--- src/rtl/trace_request_queue.sv ---
// Timestamped trace request queue: buffers requests in order and releases the head once the
// free-running cycle counter reaches its timestamp. Flags out-of-order and reserved-op input.
module trace_request_queue #(
    parameter int unsigned ADDRESS_WIDTH = 33,
    parameter int unsigned TIME_WIDTH    = 32,
    parameter int unsigned DEPTH         = 16
) (
    input  logic                       clk,
    input  logic                       rst,
    input  logic                       in_valid,
    output logic                       in_ready,
    input  logic [TIME_WIDTH-1:0]      in_time,
    input  logic [1:0]                 in_op,
    input  logic [ADDRESS_WIDTH-1:0]   in_addr,
    output logic                       out_valid,
    input  logic                       out_ready,
    output logic [1:0]                 out_op,
    output logic [ADDRESS_WIDTH-1:0]   out_addr,
    output logic [TIME_WIDTH-1:0]      out_time,
    output logic                       out_late,
    output logic [TIME_WIDTH-1:0]      cycle_count,
    output logic [$clog2(DEPTH):0]     count,
    output logic                       full,
    output logic                       empty,
    output logic                       order_err,
    output logic                       op_err
);

    localparam int unsigned PtrWidth   = $clog2(DEPTH);
    localparam int unsigned CntWidth   = PtrWidth + 1;
    localparam logic [1:0]  OpReserved = 2'd3;

    logic [TIME_WIDTH-1:0]    time_mem [DEPTH];
    logic [1:0]               op_mem   [DEPTH];
    logic [ADDRESS_WIDTH-1:0] addr_mem [DEPTH];

    logic [PtrWidth-1:0]   wr_ptr_q, wr_ptr_d;
    logic [PtrWidth-1:0]   rd_ptr_q, rd_ptr_d;
    logic [CntWidth-1:0]   count_q, count_d;
    logic [TIME_WIDTH-1:0] cycle_q, cycle_d;
    logic [TIME_WIDTH-1:0] last_time_q, last_time_d;
    logic                  order_err_q, order_err_d;
    logic                  op_err_q, op_err_d;

    logic accept;
    logic store;
    logic pop;

    assign accept = in_valid && in_ready;
    assign store  = accept && (in_op != OpReserved);
    assign pop    = out_valid && out_ready;

    always_comb begin
        wr_ptr_d    = wr_ptr_q;
        rd_ptr_d    = rd_ptr_q;
        count_d     = count_q;
        cycle_d     = cycle_q;
        last_time_d = last_time_q;
        order_err_d = order_err_q;
        op_err_d    = op_err_q;

        if (store) begin
            wr_ptr_d    = wr_ptr_q + PtrWidth'(1);
            last_time_d = in_time;
            if (in_time < last_time_q) begin
                order_err_d = 1'b1;
            end
        end
        if (accept && !store) begin
            op_err_d = 1'b1;
        end
        if (pop) begin
            rd_ptr_d = rd_ptr_q + PtrWidth'(1);
        end

        unique case ({store, pop})
            2'b10:   count_d = count_q + CntWidth'(1);
            2'b01:   count_d = count_q - CntWidth'(1);
            default: count_d = count_q;
        endcase

        // Saturate instead of wrapping so a timestamp is never mistaken as due again.
        if (cycle_q != '1) begin
            cycle_d = cycle_q + TIME_WIDTH'(1);
        end
    end

    always_ff @(posedge clk or posedge rst) begin
        if (rst) begin
            wr_ptr_q    <= '0;
            rd_ptr_q    <= '0;
            count_q     <= '0;
            cycle_q     <= '0;
            last_time_q <= '0;
            order_err_q <= 1'b0;
            op_err_q    <= 1'b0;
        end else begin
            wr_ptr_q    <= wr_ptr_d;
            rd_ptr_q    <= rd_ptr_d;
            count_q     <= count_d;
            cycle_q     <= cycle_d;
            last_time_q <= last_time_d;
            order_err_q <= order_err_d;
            op_err_q    <= op_err_d;
        end
    end

    // Payload storage carries no reset; contents are meaningless until written.
    always_ff @(posedge clk) begin
        if (store) begin
            time_mem[wr_ptr_q] <= in_time;
            op_mem[wr_ptr_q]   <= in_op;
            addr_mem[wr_ptr_q] <= in_addr;
        end
    end

    assign out_time    = time_mem[rd_ptr_q];
    assign out_op      = op_mem[rd_ptr_q];
    assign out_addr    = addr_mem[rd_ptr_q];
    assign full        = (count_q == CntWidth'(DEPTH));
    assign empty       = (count_q == '0);
    assign in_ready    = !full;
    assign out_valid   = !empty && (cycle_q >= out_time);
    assign out_late    = out_valid && (cycle_q > out_time);
    assign cycle_count = cycle_q;
    assign count       = count_q;
    assign order_err   = order_err_q;
    assign op_err      = op_err_q;

endmodule
--- config.mk ---
export PLATFORM = sky130hd
export DESIGN_NAME = trace_request_queue
export DESIGN_NICKNAME = d
export VERILOG_FILES = /design/src/rtl/trace_request_queue.sv
export SDC_FILE = /design/constraint.sdc
export NUM_CORES = 1
export LEC_CHECK = 0
export BUFFER_PORTS_ARGS = -buffer_cell sky130_fd_sc_hd__buf_2
export CORE_MARGIN = 10
export CORE_UTILIZATION = 35
export DETAILED_ROUTE_END_ITERATION = 12
export GPL_ROUTABILITY_DRIVEN = 0
export GPL_TIMING_DRIVEN = 0
export HOLD_SLACK_MARGIN = 0.05
export MAX_ROUTING_LAYER = met4
export PLACE_DENSITY = 0.57
export SLEW_MARGIN = 20
export SYNTH_ARGS = -nofsm -noshare
export SYNTH_HDL_FRONTEND = slang
export SYNTH_SLANG_ARGS = --single-unit
export TNS_END_PERCENT = 5
--- constraint.sdc ---
create_clock -name clk -period 12.5 [get_ports clk]
set_clock_uncertainty 0.05 [all_clocks]
set_input_delay 0.625 -clock clk [delete_from_list [all_inputs] [get_ports clk]]
set_output_delay 0.625 -clock clk [all_outputs]
set_load 0.02 [all_outputs]
=== Word level (Yosys, flattened, before mapping) ===
Memory sizes are Yosys's and may differ from the RTL's.
Index checks and enable logic that the tools add are counted.

* Register bits after elaboration: 79
* Bits in writable memories: 1072
* Bits of input ports: 71
* Logic and storage cells: 38
* Memories kept: 3

* Add/subtract/negate cells: 5
* Magnitude comparators: 3
* Equality and inequality tests: 5
* Muxes and demuxes: 3
* Reduce and logical (&&, ||, !) cells: 12

{| class="wikitable"
|+ Memories
! memory !! words !! bits a word !! read ports !! clocked after Yosys merged registers in !! wr ports !! line !! RTL
|-
| addr_mem || 16 || 33 || 1 || 0 || 1 || 35 || <nowiki>logic [ADDRESS_WIDTH-1:0] addr_mem [DEPTH];</nowiki>
|-
| time_mem || 16 || 32 || 1 || 0 || 1 || 33 || <nowiki>logic [TIME_WIDTH-1:0] time_mem [DEPTH];</nowiki>
|-
| op_mem || 16 || 2 || 1 || 0 || 1 || 34 || <nowiki>logic [1:0] op_mem [DEPTH];</nowiki>
|}

{| class="wikitable"
|+ Operators with widths
! kind !! count
|-
| 32-bit by 1-bit adder with 32-bit output, second input constant || 1
|-
| 32-bit greater-or-equal comparator || 1
|-
| 32-bit greater-than comparator || 1
|-
| 32-bit < comparator || 1
|-
| 32-bit inequality test, second input constant || 1
|-
| 5-bit case mux with 2 select lines || 1
|-
| 4-bit by 1-bit adder with 4-bit output, second input constant || 2
|-
| 1-bit logical AND || 6
|-
| 5-bit by 1-bit adder with 5-bit output, second input constant || 1
|-
| 5-bit == test, second input constant || 1
|-
| 5-bit zero test || 1
|-
| 5-bit by 1-bit subtractor with 5-bit output, second input constant || 1
|-
| 1-bit zero test || 3
|-
| 2-bit by 1-bit == test with 1-bit output, second input constant || 1
|-
| 2-bit == test, second input constant || 1
|-
| 1-bit two-way mux || 2
|-
| 2-bit inequality test, second input constant || 1
|-
| 2-bit AND reduction || 1
|-
| 2-bit nonzero test || 1
|}

=== Depth between registers and ports, before layout ===
* Depth after elaboration: 6
* Depth in mapped cells: 22

=== Worst setup path after synthesis ===
OpenSTA, ideal clock, no wires.

* Path type: flip-flop to flip-flop
* Start point: register count_q[0] (netlist: count[0])
* End point: memory addr_mem[3][0], enable pin
* Library setup time: 574 ps
* Arrival: 6305 ps
* Setup slack: 5571 ps
* Cell stages (with the launch flop): 8
* Clock period less this slack: 6929 ps
* Cells stage by stage: dfrtp_1 > nor4_1 > nand2_1 > nand2_1 > a21oi_1 > clkbuf_1 > nand2_1 > nor3_1

* Longest elaborated chain between the ends: 6

{| class="wikitable"
|+ RTL lines
! element !! line !! RTL
|-
| from (decl) || 39 || <nowiki>logic [CntWidth-1:0] count_q, count_d;</nowiki>
|-
| from (signal assigned) || 100 || <nowiki>count_q <= count_d;</nowiki>
|-
| 5-bit == test || 120 || <nowiki>assign full = (count_q == CntWidth'(DEPTH));</nowiki>
|-
| 1-bit zero test || 122 || <nowiki>assign in_ready = !full;</nowiki>
|-
| via in_ready || 11 || <nowiki>output logic in_ready,</nowiki>
|-
| 1-bit logical AND || 49 || <nowiki>assign accept = in_valid && in_ready;</nowiki>
|-
| 1-bit logical AND || 50 || <nowiki>assign store = accept && (in_op != OpReserved);</nowiki>
|-
| 1-bit two-way mux || 110 || <nowiki>if (store) begin</nowiki>
|-
| 1-bit two-way mux (implied by the code) || 113 || <nowiki>addr_mem[wr_ptr_q] <= in_addr;</nowiki>
|-
| to (decl) || 35 ||
|}

The timed path passes the listed nets, and every way through them passes these cells.

=== Worst setup path after layout ===
* Start point: register rd_ptr_q[1]
* End point: register count_q[4] (netlist: count[4])

* Longest elaborated chain between the ends: 6

{| class="wikitable"
|+ RTL lines
! element !! line !! RTL
|-
| from (decl) || 38 || <nowiki>logic [PtrWidth-1:0] rd_ptr_q, rd_ptr_d;</nowiki>
|-
| from (signal assigned) || 99 || <nowiki>rd_ptr_q <= rd_ptr_d;</nowiki>
|-
| memory read 16 x 32 bit (*) || - ||
|-
| 32-bit greater-or-equal comparator (*) || 123 || <nowiki>assign out_valid = !empty && (cycle_q >= out_time);</nowiki>
|-
| 1-bit logical AND (*) || 123 ||
|-
| 1-bit logical AND (*) || 51 || <nowiki>assign pop = out_valid && out_ready;</nowiki>
|-
| via pop || 47 || <nowiki>logic pop;</nowiki>
|-
| 2-bit by 1-bit == test with 1-bit output / 2-bit == test (equally long branches) || 76 || <nowiki>unique case ({store, pop})</nowiki>
|-
| 5-bit case mux with 2 select lines / 2-bit nonzero test (equally long branches) || - ||
|}

The timed path passes the listed nets; every way through them passes the cells marked *.
A chain may end at the register's enable or synchronous reset.

==> run_summary.xml <==
<?xml version="1.0" encoding="UTF-8"?>
<metrics>
  <group name="cts">
    <metric name="postCtsHoldBufs" unit="">1</metric>
    <metric name="clkSlewWorstSetupHoldPaths" unit="ps">60</metric>
    <metric name="post_cts_resized" unit="">0</metric>
    <metric name="cts_post_setup_buffers_inserted" unit="">0</metric>
    <metric name="tritoncts" unit="">built</metric>
    <metric name="cts-buffers-inserted" unit="">112</metric>
    <metric name="clock_latency" unit="ps">700</metric>
    <metric name="h-tree-depth" unit="">3</metric>
    <metric name="clk_root_buffer_cell" unit="">sky130_fd_sc_hd__clkbuf_16</metric>
    <metric name="cts.path.max_buffers" unit="">3</metric>
    <metric name="cts.sink_count" unit="">1151</metric>
  </group>
  <group name="setup_path">
    <metric name="worst_ep_arrival_time" unit="ps">7970</metric>
    <metric name="worstReg2RegEnd" unit="">count[4]</metric>
    <metric name="timing.critical_path.to_type" unit="">flip-flop</metric>
    <metric name="r2r_cells" unit="">23</metric>
    <metric name="rrSetupSlack" unit="ps">5090</metric>
    <metric name="critPathRequiredTime" unit="ps">13070</metric>
    <metric name="classification_of_the_worst_setup_path" unit="">reg2reg</metric>
    <metric name="crit_fanout" unit="">10</metric>
    <metric name="r2r_start" unit="">rd_ptr_q[1]</metric>
    <metric name="setup.worst_path.start_class" unit="">flip-flop</metric>
  </group>
  <group name="grt">
    <metric name="wire_length_of_the_first_global_routing_pass" unit="um">168400</metric>
    <metric name="antenna_violations_before_repair" unit="">27</metric>
    <metric name="number_of_global_route_vias_before_repair" unit="">23535</metric>
    <metric name="grt_usage" unit="%">16.71</metric>
    <metric name="gr-total-overflow" unit="">0</metric>
    <metric name="grt_start_max_net_pins" unit="">48</metric>
  </group>
  <group name="die">
    <metric name="design.core.area" unit="um2">127800</metric>
    <metric name="core.rowCount" unit="">131</metric>
    <metric name="design.die.area" unit="um2">143900</metric>
    <metric name="initial_cell_density_of_the_core" unit="%">35.34</metric>
    <metric name="boundaryPins" unit="">182</metric>
    <metric name="die_height" unit="um">379.3</metric>
    <metric name="die_width" unit="um">379.3</metric>
  </group>
  <group name="layout">
    <metric name="multi_input_comb_area" unit="um2">10460</metric>
    <metric name="postLayoutCellArea" unit="um2">53810</metric>
    <metric name="drive_above_1_share" unit="%">32.86</metric>
    <metric name="final_cell_mix" unit="">1072 x sky130_fd_sc_hd__edfxtp_1, 335 x sky130_fd_sc_hd__mux4_2, 211 x sky130_fd_sc_hd__buf_2, 114 x sky130_fd_sc_hd__clkbuf_16</metric>
    <metric name="final_core_util" unit="%">42.09</metric>
    <metric name="most_common_cell_after_layout_fill_and_taps_aside" unit="">sky130_fd_sc_hd__edfxtp_1</metric>
    <metric name="nFillCells" unit="">11031</metric>
    <metric name="finalNetCount" unit="">2599</metric>
    <metric name="synth_to_layout_area_growth" unit="%">19.10</metric>
    <metric name="seqCellArea" unit="um2">34170</metric>
  </group>
  <group name="placement">
    <metric name="placedInstanceArea" unit="um2">50250</metric>
    <metric name="hpwlAfterDp" unit="um">79060</metric>
    <metric name="buffer_ports.inserted" unit="">181</metric>
    <metric name="place_worst_setup_slack" unit="ps">5174</metric>
  </group>
  <group name="power">
    <metric name="overall_power_after_layout" unit="mW">8.683</metric>
    <metric name="net_switching_power_figure" unit="mW">2.013</metric>
    <metric name="power_leakage" unit="nW">17.77</metric>
    <metric name="internal_power" unit="mW">6.671</metric>
    <metric name="pwr-share-clk" unit="%">37.6</metric>
    <metric name="part_of_the_total_power_dissipated_in_sequential_elements" unit="%">52.8</metric>
    <metric name="p_per_area" unit="nW/um2">161.4</metric>
    <metric name="power.ir.vdd_worst" unit="mV">0.1148</metric>
    <metric name="gate_power_share" unit="%">9.6</metric>
    <metric name="power_switching_share" unit="%">23.18</metric>
  </group>
  <group name="synthesis">
    <metric name="synthCells" unit="">2049</metric>
    <metric name="synth.avg_cell_area" unit="um2">22.05</metric>
    <metric name="ys_types" unit="">46</metric>
    <metric name="synth-adder-area-share" unit="%">2.066</metric>
    <metric name="yosys_register_bits" unit="">1151</metric>
    <metric name="yosys.area_share.xor_xnor" unit="%">0.7753</metric>
    <metric name="synth_top_area_cell" unit="">sky130_fd_sc_hd__edfxtp_1</metric>
    <metric name="synth_compound_gate_area_share" unit="%">1.263</metric>
    <metric name="netlist_area_pre_place" unit="um2">45180</metric>
    <metric name="number_of_synthesized_flops_with_an_enable_pin" unit="">1072</metric>
    <metric name="yosys.area_share.simple" unit="%">2.046</metric>
    <metric name="sequential_share_of_the_synthesized_area" unit="%">75.62</metric>
    <metric name="synth_flop_cell" unit="">sky130_fd_sc_hd__edfxtp_1</metric>
    <metric name="main_combinational_cell_family_by_area_after_synthesis" unit="">multiplexers</metric>
    <metric name="yosys.area.top_type_share" unit="%">71.24</metric>
    <metric name="yosys_warnings" unit="">0</metric>
    <metric name="yosys-mux-area-fraction" unit="%">16.74</metric>
    <metric name="synth_top_cells_by_area" unit="">sky130_fd_sc_hd__edfxtp_1 71%, sky130_fd_sc_hd__mux4_2 17%, sky130_fd_sc_hd__dfrtp_1 4.4%</metric>
    <metric name="asr_flop_ratio_synth" unit="%">6.864</metric>
    <metric name="post_synthesis_net_count" unit="">2194</metric>
  </group>
  <group name="drt">
    <metric name="drt-total-wl" unit="um">117300</metric>
    <metric name="initialDrtViolationCount" unit="">2486</metric>
    <metric name="average_detailed_routed_wire_length_per_instance" unit="um">27.79</metric>
    <metric name="detail_route.first_pass.iterations" unit="">5</metric>
    <metric name="viasPerCell" unit="">5.322</metric>
    <metric name="total_via_count_after_detailed_routing" unit="">22468</metric>
    <metric name="drt_drc_violations_left" unit="">0</metric>
    <metric name="post_detailed_route_count_of_antenna_violating_nets" unit="">0</metric>
  </group>
  <group name="sta">
    <metric name="setup_viol" unit="">0</metric>
    <metric name="rsz_0062_raised_after_global_routing" unit="">no</metric>
    <metric name="post-route-period-util" unit="%">59.24</metric>
    <metric name="achievable_frequency" unit="GHz">0.1350</metric>
    <metric name="timing.final.hold_violations" unit="">0</metric>
    <metric name="drv_slew" unit="">0</metric>
    <metric name="tightest_slew" unit="ps">1192</metric>
    <metric name="timing.max_slew.rel_slack" unit="%">19.82</metric>
    <metric name="setup_slack" unit="ps">5094</metric>
    <metric name="final_period_minus_worst_setup_slack" unit="ps">7406</metric>
  </group>
  <group name="worst_hold_path">
    <metric name="hold_path.startpoint" unit="">out_ready</metric>
    <metric name="min_path_cells" unit="">3</metric>
    <metric name="whs_endpoint" unit="">rd_ptr_q[1]</metric>
    <metric name="hold_path_class" unit="">in2reg</metric>
  </group>
  <group name="job">
    <metric name="max-cap-violations" unit="">0</metric>
  </group>
  <group name="outcome">
    <metric name="status" unit="">complete, no violations</metric>
  </group>
</metrics>
worst max-delay path, stage by stage, from the launching register on:
cell and delay [ps]:
sky130_fd_sc_hd__dfrtp_1 350, sky130_fd_sc_hd__clkbuf_1 560, sky130_fd_sc_hd__clkbuf_1 730, sky130_fd_sc_hd__buf_1 890, sky130_fd_sc_hd__mux4_2 410, sky130_fd_sc_hd__mux4_2 510, sky130_fd_sc_hd__inv_1 240, sky130_fd_sc_hd__ha_1 180
sky130_fd_sc_hd__nand4_1 160, sky130_fd_sc_hd__nor4_1 560, sky130_fd_sc_hd__nand3_1 180, sky130_fd_sc_hd__nand2b_1 130, sky130_fd_sc_hd__a211oi_2 60, sky130_fd_sc_hd__buf_4 230, sky130_fd_sc_hd__nor2_1 240, sky130_fd_sc_hd__ha_1 350
sky130_fd_sc_hd__inv_1 140, sky130_fd_sc_hd__fa_1 420, sky130_fd_sc_hd__inv_1 70, sky130_fd_sc_hd__a21o_1 110, sky130_fd_sc_hd__a21oi_1 70, sky130_fd_sc_hd__xnor2_1 140, sky130_fd_sc_hd__nor2_1 340, sky130_fd_sc_hd__xor2_1 180
area by class of cell:
class                   count  share of cell area [%]
flip-flops and latches   1151                   63.49
inverters                  80                  0.5627
plain buffers              87                  0.7022
multi-input cells         731                   19.44
repair buffers            291                   5.348
well taps                1662                   3.864
clock inverters            50                  0.8091
clock buffers             154                   5.710
diodes                     16                 0.07440
flip-flops by register name, summed over array words and instances, names as in the netlist, 4 cells and up:
register,flops
time_mem,512
count,5
last_time_q,32
cycle_count,32
rd_ptr_q,4
op_mem,32
addr_mem,528
wr_ptr_q,4
power groups by stage:
stage / Clock [mW] / Combinational [mW] / Sequential (mW)
after floorplan: 0 / 0.350 / 4.68
after global placement: 0 / 0.642 / 4.74
after detailed placement: 0 / 0.841 / 4.67
after CTS: 3.33 / 0.850 / 4.59
after global routing: 3.49 / 0.895 / 4.60
final: 3.26 / 0.837 / 4.58
layer usage:
| metal | GRT usage (%) | share of wire [%] | routed length (um) |
|---|---|---|---|
| met5 | - | 0 | 0 |
| met4 | 3.629 | 2.3 | 2647 |
| met3 | 4.945 | 9.4 | 11040 |
| met2 | 26.05 | 47 | 55670 |
| met1 | 21.69 | 41 | 47960 |
synth_stat cells (2+ instances only):
master,number
sky130_fd_sc_hd__a211oi_1,4
sky130_fd_sc_hd__a21o_1,17
sky130_fd_sc_hd__a21oi_1,22
sky130_fd_sc_hd__a221oi_1,2
sky130_fd_sc_hd__and3_1,6
sky130_fd_sc_hd__and4_1,2
sky130_fd_sc_hd__buf_1,10
sky130_fd_sc_hd__buf_2,30
sky130_fd_sc_hd__clkbuf_1,46
sky130_fd_sc_hd__dfrtp_1,79
sky130_fd_sc_hd__edfxtp_1,1072
sky130_fd_sc_hd__ha_1,73
sky130_fd_sc_hd__inv_1,80
sky130_fd_sc_hd__mux4_2,335
sky130_fd_sc_hd__nand2_1,68
sky130_fd_sc_hd__nand2b_1,5
sky130_fd_sc_hd__nand3_1,18
sky130_fd_sc_hd__nand4_1,21
sky130_fd_sc_hd__nor2_1,31
sky130_fd_sc_hd__nor3_1,14
sky130_fd_sc_hd__nor3b_4,2
sky130_fd_sc_hd__nor4_1,2
sky130_fd_sc_hd__o21a_1,5
sky130_fd_sc_hd__o21ai_0,43
sky130_fd_sc_hd__or2_2,2
sky130_fd_sc_hd__or3_1,2
sky130_fd_sc_hd__xnor2_1,21
sky130_fd_sc_hd__xor2_1,19
cell families after synthesis:
group / Yosys count
AND/OR/NAND/NOR: 183
XOR/XNOR: 40
adder cells (fa/ha/maj): 74
AO/OA/AOI/OAI: 97
multiplexers: 337
buffers and inverters: 167
flip-flops: 1151
stage by stage:
stage          instances  TNS (ps)  hold WS, ps
3_3_place_gp        3892   -519070        410.4
3_5_place_dp        4001         0        413.7
4_1_cts             4206         0        105.3
2_1_floorplan       2049         0        396.7
5_1_grt             4220         0        129.4
6_report            4222         0        156.7
worst max-delay path by stage:
stage | slack [ps] | end | depth (start not counted) | startpoint
floorplan | 5570 | addr_mem[3][0] | 7 | count[0]
global placement | -2070 | time_mem[0][13] | 7 | count[0]
detailed placement | 5170 | count[4] | 23 | rd_ptr_q[1]
CTS | 5130 | count[4] | 23 | rd_ptr_q[1]
global route | 4690 | count[4] | 23 | rd_ptr_q[1]
finish | 5090 | count[4] | 23 | rd_ptr_q[1]
Power figures use the tool's default switching activity.
